<file path="src/rtl/tone_pdm_tx.sv">
// ============================================================================
// tone_pdm_tx
// ----------------------------------------------------------------------------
// One-shot square-wave tone generator for the mono audio amplifier. When a
// start request arrives it plays a square wave for a programmed number of PDM
// bits. Each bit comes from a first-order sigma-delta modulator and is held
// for CLK_DIV system clocks. A one-cycle done pulse marks normal completion.
//
// Parameters:
//   CLK_DIV  system clocks per PDM bit (>= 2)
//   HP_W     width of the half-period input
//   DUR_W    width of the duration input
//
// Ports:
//   clk_i          system clock
//   rst_i          synchronous active-high reset
//   start_i        play request, sampled only while idle
//   half_period_i  tone half-period in PDM ticks (0 behaves as 1)
//   duration_i     tone length in PDM bits
//   amplitude_i    unsigned level used during the high phase
//   abort_i        stop playback on the next cycle, no done pulse
//   busy_o         high while a tone is playing
//   done_o         one-cycle pulse on normal completion
//   pdm_o          PDM bitstream (0 while idle)
//   sd_o           amplifier enable (high while playing)
// ============================================================================
module tone_pdm_tx #(
    parameter int CLK_DIV = 40,
    parameter int HP_W    = 16,
    parameter int DUR_W   = 24
) (
    input  logic             clk_i,
    input  logic             rst_i,
    input  logic             start_i,
    input  logic [HP_W-1:0]  half_period_i,
    input  logic [DUR_W-1:0] duration_i,
    input  logic [7:0]       amplitude_i,
    input  logic             abort_i,
    output logic             busy_o,
    output logic             done_o,
    output logic             pdm_o,
    output logic             sd_o
);

    localparam int TW = (CLK_DIV > 1) ? $clog2(CLK_DIV) : 1;
    localparam logic [TW-1:0] TICK_LAST = TW'(CLK_DIV - 1);

    typedef enum logic {
        IDLE = 1'b0,
        PLAY = 1'b1
    } state_t;

    state_t            r_state;
    state_t            w_next_state;
    logic              w_done_set;

    logic [TW-1:0]     r_tick_cnt;
    logic [HP_W-1:0]   r_hp;
    logic [HP_W-1:0]   r_hp_cnt;
    logic [DUR_W-1:0]  r_dur_cnt;
    logic [7:0]        r_amp;
    logic [7:0]        r_acc;
    logic              r_phase;
    logic              r_pdm;
    logic              r_done;

    logic              w_tick;
    logic              w_dur_zero;
    logic              w_hp_wrap;
    logic [7:0]        w_sample;
    logic [8:0]        w_sum;

    assign w_tick     = (r_tick_cnt == TICK_LAST);
    assign w_dur_zero = (r_dur_cnt == '0);
    assign w_hp_wrap  = (r_hp_cnt == (r_hp - HP_W'(1)));
    assign w_sample   = r_phase ? r_amp : 8'd0;
    // The carry out of the accumulator is the emitted bit, so the long-run
    // density of ones is sample/256.
    assign w_sum      = {1'b0, r_acc} + {1'b0, w_sample};

    // Next-state logic. Abort takes priority over the end-of-tone tick so an
    // aborted tone never produces a done pulse.
    always_comb begin
        w_next_state = r_state;
        w_done_set   = 1'b0;
        case (r_state)
            IDLE: begin
                if (start_i) begin
                    w_next_state = PLAY;
                end
            end
            PLAY: begin
                if (abort_i) begin
                    w_next_state = IDLE;
                end else if (w_tick && w_dur_zero) begin
                    w_next_state = IDLE;
                    w_done_set   = 1'b1;
                end
            end
            default: begin
                w_next_state = IDLE;
            end
        endcase
    end

    // State register and datapath. The counters freeze while idle. The tone
    // parameters are latched on acceptance, so inputs can change freely
    // during playback.
    always_ff @(posedge clk_i) begin
        if (rst_i) begin
            r_state    <= IDLE;
            r_done     <= 1'b0;
            r_tick_cnt <= '0;
            r_hp       <= '0;
            r_hp_cnt   <= '0;
            r_dur_cnt  <= '0;
            r_amp      <= '0;
            r_acc      <= '0;
            r_phase    <= 1'b0;
            r_pdm      <= 1'b0;
        end else begin
            r_state <= w_next_state;
            r_done  <= w_done_set;
            case (r_state)
                IDLE: begin
                    r_pdm <= 1'b0;
                    if (start_i) begin
                        r_hp       <= (half_period_i == '0) ? HP_W'(1) : half_period_i;
                        r_dur_cnt  <= duration_i;
                        r_amp      <= amplitude_i;
                        r_tick_cnt <= '0;
                        r_hp_cnt   <= '0;
                        r_acc      <= '0;
                        r_phase    <= 1'b1;
                    end
                end
                PLAY: begin
                    if (abort_i) begin
                        r_pdm <= 1'b0;
                    end else begin
                        r_tick_cnt <= w_tick ? '0 : r_tick_cnt + TW'(1);
                        if (w_tick) begin
                            if (w_dur_zero) begin
                                // Completion tick: no bit is emitted and the line returns low.
                                r_pdm <= 1'b0;
                            end else begin
                                r_pdm     <= w_sum[8];
                                r_acc     <= w_sum[7:0];
                                r_dur_cnt <= r_dur_cnt - DUR_W'(1);
                                if (w_hp_wrap) begin
                                    r_hp_cnt <= '0;
                                    r_phase  <= ~r_phase;
                                end else begin
                                    r_hp_cnt <= r_hp_cnt + HP_W'(1);
                                end
                            end
                        end
                    end
                end
                default: begin
                    r_pdm <= 1'b0;
                end
            endcase
        end
    end

    assign busy_o = (r_state == PLAY);
    assign sd_o   = (r_state == PLAY);
    assign done_o = r_done;
    assign pdm_o  = r_pdm;

endmodule

</file>
<file path="config.mk">
export PLATFORM = sky130hd
export DESIGN_NAME = tone_pdm_tx
export DESIGN_NICKNAME = d
export VERILOG_FILES = /design/src/rtl/tone_pdm_tx.sv
export SDC_FILE = /design/constraint.sdc
export NUM_CORES = 1
export LEC_CHECK = 0
export ABC_AREA = 1
export BUFFER_PORTS_ARGS = -buffer_cell sky130_fd_sc_hd__buf_4
export CORE_ASPECT_RATIO = 0.6
export CORE_UTILIZATION = 45
export CTS_BUF_LIST = sky130_fd_sc_hd__clkbuf_8
export DETAILED_ROUTE_END_ITERATION = 8
export HOLD_SLACK_MARGIN = 0.02
export PLACE_DENSITY = 0.75
export SYNTH_ARGS = -nofsm -noshare
export SYNTH_HDL_FRONTEND = slang
export SYNTH_SLANG_ARGS = --single-unit
</file>
<file path="constraint.sdc">
create_clock -name clk_i -period 2.4 [get_ports clk_i]
set_input_delay 0.24 -clock clk_i [delete_from_list [all_inputs] [get_ports clk_i]]
set_output_delay 0.24 -clock clk_i [all_outputs]
set_load 0.005 [all_outputs]
</file>
* Word-level counts from Yosys, hierarchy flattened
Index checks and enable logic that the tools add are counted.
Storage, ports and cells: bits in registers 82, bits in latches 0, RAM bits 0, ROM bits 0, bits of input ports 52, output and inout port bits 4, word-level logic and storage cells 70, memories 0
Operators by class: $add $sub $neg 5, multiply operators 0, div/mod/pow operators 0, magnitude comparators 0, equality and inequality tests 8, shift-type cells 0, mux-type cells 37, bitwise logic cells 2, reduce and logical (&&, ||, !) cells 8
Operators by type and width (count):
- 2-to-1 mux 16 bit | 6
- 2-to-1 mux 24 bit | 4
- one-hot mux 24 bit (2 select lines) | 1
- 2-to-1 mux 8 bit | 5
- one-hot mux 16 bit (2 select lines) | 1
- zero test 24 bit | 1
- subtractor 24 x 1 -> 24 bit (second input constant) | 1
- 2-to-1 mux 6 bit | 3
- adder 16 x 1 -> 16 bit (second input constant) | 1
- == test 16 bit | 1
- zero test 16 bit | 1
- one-hot mux 8 bit (2 select lines) | 1
- subtractor 16 x 1 -> 16 bit (second input constant) | 1
- 2-to-1 mux 1 bit | 12
- one-hot mux 6 bit (2 select lines) | 1
- adder 8 x 8 -> 9 bit | 1
- adder 6 x 1 -> 6 bit (second input constant) | 1
- == test 6 bit (second input constant) | 1
- != test 2 bit (second input constant) | 3
- one-hot mux 1 bit (2 select lines) | 3
- AND reduction 5 bit | 1
- != test 2 x 1 -> 1 bit (second input constant) | 2
- AND reduction 2 bit | 2
- AND reduction 4 bit | 1
- 4 further kinds | 5

* Logic depth before layout (Yosys ltp)
Gate-level depths: netlist of run 1.
depth in word-level cells 7, mapped depth 16, gate-level depth less buffers 16

* Worst setup path after synthesis of run 1
No wires, ideal clock.
path kind register -> register, from reg r_phase, to reg r_acc[6], library setup time 0.134 ns, arrival 1.861 ns, slack 0.405 ns, stages on the path, launching flop included 13, period minus slack after synthesis 1.995 ns, path through dfxtp_1 > clkbuf_1 > nand2_1 > inv_1 > ha_1 > fa_1 > nand3_1 > nand3_1 > a21oi_1 > o21bai_1 > or2_2 > nand3_1 > a21oi_1
On the way: longest elaborated chain between the ends 6
RTL lines:
- from (decl) | line 63 | logic r_phase;
- from (signal assigned) | line 152 | r_phase <= ~r_phase;
- 2-to-1 mux 8 bit | line 76 | assign w_sample = r_phase ? r_amp : 8'd0;
- adder 8 x 8 -> 9 bit | line 79 | assign w_sum = {1'b0, r_acc} + {1'b0, w_sample};
- 2-to-1 mux 8 bit | line 143 | if (w_dur_zero) begin
- 2-to-1 mux 8 bit | line 142 | if (w_tick) begin
- 2-to-1 mux 8 bit | line 138 | if (abort_i) begin
- one-hot mux 8 bit (2 select lines) | line 124 | case (r_state)
- to (signal assigned) | line 148 | r_acc <= w_sum[7:0];
- to (decl) | line 62 | logic [7:0] r_acc;
Every way passes these cells. The select of a mux whose other input is x is not followed. A chain may end at the register's enable or synchronous reset.

* Worst setup path after layout of run 1
from reg r_state, in the netlist busy_o, to reg r_hp[3]
On the way: longest elaborated chain between the ends 2
RTL lines:
- from (decl) | line 53 | state_t r_state;
- from (signal assigned) | line 122 | r_state <= w_next_state;
- NOT 1 bit (no source line)
- AND reduction 2 bit (no source line)
- to (signal assigned) | line 128 | r_hp <= (half_period_i == '0) ? HP_W'(1) : half_period_i;
- to (decl) | line 58 | logic [HP_W-1:0] r_hp;
Every way passes these cells.

==> results.yml, run 1 <==
worst_setup_path:
  crit_fanout: 15
  cp.required_ns: 2.68
  r2r_slack_ns: 0.22
  crit_chain: "nor2_1, nor2_1, inv_1, o21ai_0"
  start_kind: "register"
  endpoint_kind: "register"
  r2r_end: "r_hp[3]"
  criticalPathCategory: "reg2reg"
  slowest_delay_ns: 0.86
  regToRegStartpoint: "busy_o"
  cp_slowest_cell: "nor2_1"
  worstPathArrival_ns: 2.46
  reg2reg_depth: 4
  cp_common_cell: "nor2_1"
global_routing:
  grt_pass1_vias: 4352
  grt_first_pass_wirelength_mm: 21.6
  grt_overflow: 0
  grt_max_degree: 32
  grt_antenna_before_repair: 0
  track_usage_pct: 24.1
finish:
  fin_util_pct: 54.2
  stdcell_area_sq_um: 5780
  fillerInstances: 1066
  diodes: 0
  final_cells: 965
  multi_input_area_sq_um: 2920
  regArea_sq_um: 1640
  areaGrowthSynthToFinish_pct: 16.2
  drive_gt1_share_pct: 12.7
  fin_nets: 887
power_and_ir_drop:
  ir_drop_uv: 338
  intPower_w: 0.00236
  seqPwrFrac_pct: 43.4
  switching_share_pct: 32.1
  netSwitchingPower_w: 0.00112
  p_clk_share_pct: 32.2
  p_leak_nw: 2.66
  combPwrFrac_pct: 24.4
  p_per_area_nw_per_um2: 602
timing:
  finalSetupTns_ns: 0
  setup_viol: 0
  period_minus_slack_ns: 2.18
  hold_viol_final: 0
  max_freq_mhz: 458
  rsz0062_at_grt: "no"
  drv_slew: 0
  post-route-period-util_pct: 90.9
  worstMarginPinSlew_ns: 1.12
  skew_ns: 0.0131
  slew_headroom_pct: 24.8
floorplan:
  num_io_pins: 56
  core_sq_um: 10700
  start_util_pct: 46.6
  fp.dieH_microns: 83.5
  die-area_sq_um: 11500
  rows: 29
  die_x_microns: 138
logic_synthesis:
  ys.flop_type: "dfxtp_1"
  synth_edf_count: 0
  synth.largest_area_cell: "dfxtp_1"
  syn_avg_cell_area_sq_um: 6.49
  syn_nets: 832
  synth_warnings: 0
  ys_types: 37
  synth_cells: 767
  netlist_area_sq_um: 4980
  ys_seq_elements: 82
  ys_seq_area_share_pct: 33.0
  synth_area_leaders: "dfxtp_1, nand2_1, nor2_1"
  synthArstFlopShare_pct: 0
  yosysTopAreaCellShare_pct: 33.0
placement:
  dp.final_hpwl_mm: 9.81
  port_buffers: 55
  gp_congestion: 0.938
  dp_cells: 950
  dpl_cell_area_sq_um: 5540
worst_hold_path:
  hold_path.class: "in2reg"
  hp-start: "half_period_i[9]"
  holdPathStages: 3
  whs_endpoint: "r_hp[9]"
routing:
  dr.pass1.iters: 5
  finalWirelength_mm: 13.1
  avgViaCountPerCell: 5.19
  drtAntennaViolNets: 0
  first_iter_violations: 468
  drc_errors: 0
  wl_per_cell_microns: 13.5
  vias: 5012
cts:
  htree_levels: 3
  postCtsSetupBuffers: 0
  cts_tree: "built"
  cts_hold_buf: 0
  clk_pin_slew_ns: 0.08
  clock_path_buffers: 2
  clock_sinks: 82
  root_buffer: "clkbuf_8"
  clk_latency_ns: 0.37
  cts_buffers: 9
flow_run:
  maxCapViolCount: 0
status:
  status: "finished clean"
==> power groups by stage <==
stage / logic [W] / clock network [W] / registers, W
final: 0.000848 / 0.00112 / 0.00151
after global placement: 0.000820 / 0 / 0.00154
after global routing: 0.000962 / 0.00120 / 0.00152
after floorplan: 0.000598 / 0 / 0.00152
after detailed placement: 0.000825 / 0 / 0.00154
after CTS: 0.000830 / 0.00114 / 0.00151
==> flip-flops by register name, summed over array words and instances (netlist names) <==
name        cells
r_hp           16
r_phase         1
r_hp_cnt       16
r_amp           8
pdm_o           1
r_dur_cnt      24
r_tick_cnt      6
r_acc           8
done_o          1
busy_o          1
==> cells by family after synthesis <==
| kind of cell | after synthesis | synth area share [%] |
|---|---|---|
| adder cells (fa/ha/maj) | 13 | 3.42 |
| buffers and inverters | 108 | 8.67 |
| AO/OA/AOI/OAI | 125 | 14.6 |
| XOR/XNOR | 31 | 5.46 |
| AND/OR/NAND/NOR | 408 | 34.8 |
| flip-flops | 82 | 33.0 |
==> stage by stage <==
step / hold slack (ns) / power [W] / setup WS [ns]
global placement: 0.442 / 0.00236 / 0.242
global route: 0.0663 / 0.00369 / 0.0156
detailed placement: 0.443 / 0.00236 / 0.152
CTS: 0.0519 / 0.00348 / 0.0744
floorplan: 0.343 / 0.00211 / 0.405
finish: 0.0699 / 0.00348 / 0.219
==> area by class of cell <==
| class | instances | share of cell area, % |
|---|---|---|
| clock buffers | 10 | 2.38 |
| clock inverters | 5 | 1.39 |
| inverters | 85 | 5.61 |
| multi-input cells | 577 | 50.4 |
| flip-flops and latches | 82 | 28.4 |
| well taps | 139 | 3.01 |
| repair buffers | 67 | 8.77 |
==> worst max-delay path: cells and delay by family (launching register included) <==
kind / cells / cell delay (ns)
AOI/OAI and AO/OA: 1 / 0.29
DFF: 1 / 0.42
buffers and inverters: 1 / 0.40
and+or+nand+nor: 2 / 0.98
==> Yosys cell counts (6+ instances only) <==
cell        n
a21oi_1    42
nand3b_1    6
xnor2_1     9
dfxtp_1    82
clkbuf_1   15
nor3_1     11
ha_1       12
o21ai_0    48
a31oi_1     7
a22o_1      8
nand2_1   190
inv_1      83
nand3_1    54
nor2_1    116
xor2_1     22
nand4_1    13
==> layer usage <==
layer	track usage (%)	routed length (microns)	up-vias
met2	31.3	5000	167
met3	5.40	1030	15
met4	5.53	140	0
li1	-	-	2611
met1	39.0	6880	2219
met5	0	0	-
==> repair_timing <==
| action | CTS | global route |
|---|---|---|
| endpoints found under the hold margin | 0 | 0 |
| setup endpoints to repair | 0 | 22 |
| gates resized for setup | 0 | 12 |
==> placed cells by master (no fill, tap or decap), drive strengths merged <==
| master | count |
|---|---|
| a221oi | 1 |
| a21boi | 1 |
| a211oi | 2 |
| o221ai | 2 |
| a21oi | 44 |
| clkinv | 1 |
| o211ai | 4 |
| inv | 86 |
| nand4 | 13 |
| ha | 12 |
| nor3 | 11 |
| dfxtp | 82 |
| clkinvlp | 1 |
| or2 | 4 |
| nand2 | 192 |
| nand3 | 54 |
| nor4 | 5 |
| xnor2 | 9 |
| bufinv | 2 |
| clkbuf | 10 |
| nor2 | 123 |
| o21bai | 1 |
| o21ai | 49 |
| a22o | 8 |
| xor2 | 22 |
| fa | 1 |
| nand3b | 6 |
| a21o | 2 |
| a31oi | 7 |
| a32o | 4 |
| buf | 67 |
==> how the worst max path moves through the flow <==
stage	start	end	cells past startpoint	slack, ns
2_1_floorplan	r_phase	r_acc[6]	12	0.40
3_3_place_gp	r_hp[0]	r_hp_cnt[4]	13	0.24
3_5_place_dp	r_hp[0]	r_hp_cnt[9]	13	0.15
4_1_cts	r_dur_cnt[0]	r_hp_cnt[4]	13	0.07
5_1_grt	r_tick_cnt[0]	r_hp_cnt[14]	12	0.02
6_report	busy_o	r_hp[3]	4	0.22
Note: power is estimated with default switching activity, not from simulation.
==> run 2: changes to the inputs <==
--- a/config.mk
+++ b/config.mk
@@ -5,7 +5,6 @@
 export SDC_FILE = /design/constraint.sdc
 export NUM_CORES = 1
 export LEC_CHECK = 0
-export ABC_AREA = 1
 export BUFFER_PORTS_ARGS = -buffer_cell sky130_fd_sc_hd__buf_4
 export CORE_ASPECT_RATIO = 0.6
 export CORE_UTILIZATION = 45
==> constraint.sdc (replaced) <==
create_clock -name clk_i -period 2.4 [get_ports clk_i]
set_input_delay 0.36 -clock clk_i [delete_from_list [all_inputs] [get_ports clk_i]]
set_output_delay 0.36 -clock clk_i [all_outputs]
set_load 0.005 [all_outputs]
==> run 2 against run 1 <==
- the run now ends with negative setup slack left
- utilization rose by 5.8 points
- synthesized cell count is 23% lower
- cell count down 15%
- fmax down 20%
- first-iteration DRC count fell by 2.8%
- combinational power up 11%
- sequential power about the same
- sequential share of layout area shrank 0.47 points
- total power rose by 0.23%
- register-to-register slack got worse by 0.56 ns
- via count fell by 6.6%
- largest cell class unchanged
==> results.yml, run 2 <==
worst_hold_path:
  hold_path.class: "in2reg"
timing:
  post-route-period-util_pct: 114
  fin_ws_ns: -0.341
  slew_headroom_pct: 59.8
  skew_ns: 0.0105
  finalSetupTns_ns: -5.68
  period_minus_slack_ns: 2.74
  hold_viol_final: 0
  rsz0062_at_grt: "yes"
  setup_viol: 22
  max_freq_mhz: 365
  drv_slew: 0
  worstMarginPinSlew_ns: 0.604
logic_synthesis:
  synth_warnings: 0
  synth_edf_count: 0
  synth_area_leaders: "dfxtp_1, nand2_1, a21oi_1"
  syn_avg_cell_area_sq_um: 7.73
  yosysTopAreaCellShare_pct: 36.0
  ys.flop_type: "dfxtp_1"
  syn_nets: 655
  yosys-top-cells-count: "nand2_1, dfxtp_1, a21oi_1"
  synth.largest_area_cell: "dfxtp_1"
  ys_seq_area_share_pct: 36.0
  netlist_area_sq_um: 4560
  ys_types: 60
  ys_seq_elements: 82
  synthMostInstantiatedCell: "nand2_1"
  synth_cells: 590
  synthArstFlopShare_pct: 0
global_routing:
  grt_max_degree: 63
  grt_overflow: 0
  grt_antenna_before_repair: 0
  grt_first_pass_wirelength_mm: 20.5
  grt_pass1_vias: 4095
  track_usage_pct: 24.5
routing:
  dr.pass1.iters: 5
  avgViaCountPerCell: 5.67
  first_iter_violations: 455
  drtAntennaViolNets: 0
  met3RoutedLength_mm: 1.02
  drc_errors: 0
  wl_met1_mm: 6.72
  wl_met2_mm: 5.34
  finalWirelength_mm: 13.2
  vias: 4679
  route.top_layer_used: "met4"
  wl_per_cell_microns: 16.1
cts:
  clock_path_buffers: 2
  htree_levels: 3
  clock_sinks: 82
  clk_latency_ns: 0.37
  cts_hold_buf: 0
  cts_buffers: 9
  root_buffer: "clkbuf_8"
  clk_pin_slew_ns: 0.09
  cts_tree: "built"
power_and_ir_drop:
  p_per_area_nw_per_um2: 591
  ir_drop_uv: 333
  p_clk_share_pct: 29.7
  p_leak_nw: 2.37
  switching_share_pct: 31.3
  netSwitchingPower_w: 0.00109
  intPower_w: 0.00240
  seqPwrFrac_pct: 43.2
  combPwrFrac_pct: 27.0
finish:
  fin_nets: 750
  diodes: 0
  areaGrowthSynthToFinish_pct: 29.5
  top_register: "r_dur_cnt"
  layout_common_cells: "buf_4, nand2_1, dfxtp_1, a21oi_1, nor2_1"
  fillerInstances: 846
  largest_register_ff_count: 24
  top_regs: "r_dur_cnt x24, r_hp x16, r_hp_cnt x16"
  mostFrequentLayoutCell: "buf_4"
  drive_gt1_share_pct: 25.5
worst_setup_path:
  cp_slowest_cell: "or3b_4"
  start_kind: "register"
  worstPathArrival_ns: 2.97
  cp_num_buf_inv: 2
  slowest_delay_ns: 0.38
  criticalPathCategory: "reg2reg"
  cp_top_family: "simple AND/OR/NAND/NOR gates"
  endpoint_kind: "register"
  crit_chain: "inv_2, ha_4, or3b_4, or3_4, xnor2_1, a2111oi_2, nand4_1, a2111o_1, a21oi_4, buf_12, nor3_1"
  cp.required_ns: 2.62
  crit_fanout: 16
floorplan:
  core_sq_um: 9840
  die_x_microns: 132
  num_io_pins: 56
  rows: 28
  start_util_pct: 46.3
  die-area_sq_um: 10500
  fp.dieH_microns: 80.0
status:
  violations: "negative setup slack"
  status: "finished with violations"
placement:
  port_buffers: 55
  gp_congestion: 0.881
  pre_cts_slack_ns: -0.318
  dp.final_hpwl_mm: 8.99
flow_run:
  maxCapViolCount: 0
==> run 2: final timing paths <==
check                       from  cells past startpoint  slack [ns]     endpoint
setup reg to reg         r_hp[1]                     11       -0.34  r_hp_cnt[3]
hold reg to reg         r_amp[4]                      2        0.46     r_amp[4]
hold / removal    amplitude_i[4]                      3        0.23     r_amp[4]
setup / recovery         r_hp[1]                     11       -0.34  r_hp_cnt[3]
==> run 2: power groups by stage <==
stage / sequential, W / combinational (W) / clock [W]
detailed placement: 0.00153 / 0.000814 / 0
global route: 0.00152 / 0.00103 / 0.00111
floorplan: 0.00152 / 0.000509 / 0
CTS: 0.00150 / 0.000824 / 0.00105
finish: 0.00151 / 0.000943 / 0.00104
global placement: 0.00152 / 0.000790 / 0
==> run 2: final cells by class <==
type	instances	area, sq um	area share (%)
Sequential cell	82	1650	27.9
Clock buffer	10	138	2.33
Timing Repair Buffer	118	975	16.5
Multi-Input combinational cell	466	2870	48.7
Tap cell	135	169	2.86
Clock inverter	6	67.6	1.15
Inverter	8	30.0	0.509
==> run 2: cell families (layout without fill, tap and decap cells) <==
kind of cell               count (synthesis)  count (layout)  synth area share (%)
AOI/OAI and AO/OA                        148             148                  19.9
muxes                                      2               2                 0.467
DFF                                       82              82                  36.0
buffers and inverters                     42             142                  3.82
adders and majority gates                 13              13                  3.73
xor gates and xnor gates                  43              43                  8.26
and+or+nand+nor                          260             260                  27.8
==> run 2: metal layers <==
| layer | global-route usage, % | up-vias |
|---|---|---|
| met5 | 0 | - |
| met4 | 5.58 | 0 |
| met3 | 5.33 | 24 |
| met2 | 34.2 | 199 |
| met1 | 37.4 | 2162 |
| li1 | - | 2294 |
==> run 2: repair_timing <==
item | in CTS | in global routing
pin swaps | 1 | 11
gates resized for setup | 3 | 36
setup buffers | 1 | 10
endpoints found under the setup margin | 20 | 42
cloned | 0 | 2
==> run 2: per-stage QoR <==
step	area [sq um]	hold slack (ns)	total power, W	util [%]	cells
global placement	5430	0.441	0.00231	55.2	797
CTS	5660	0.226	0.00337	57.4	814
global route	5900	0.235	0.00366	59.9	825
detailed placement	5430	0.451	0.00234	55.2	797
floorplan	4610	0.432	0.00203	-	590
finish	5900	0.233	0.00349	59.9	825
==> run 2: worst min-delay path: stages <==
cell,delay [ns]
buf_4,0.11
nand2_1,0.04
a21oi_1,0.05
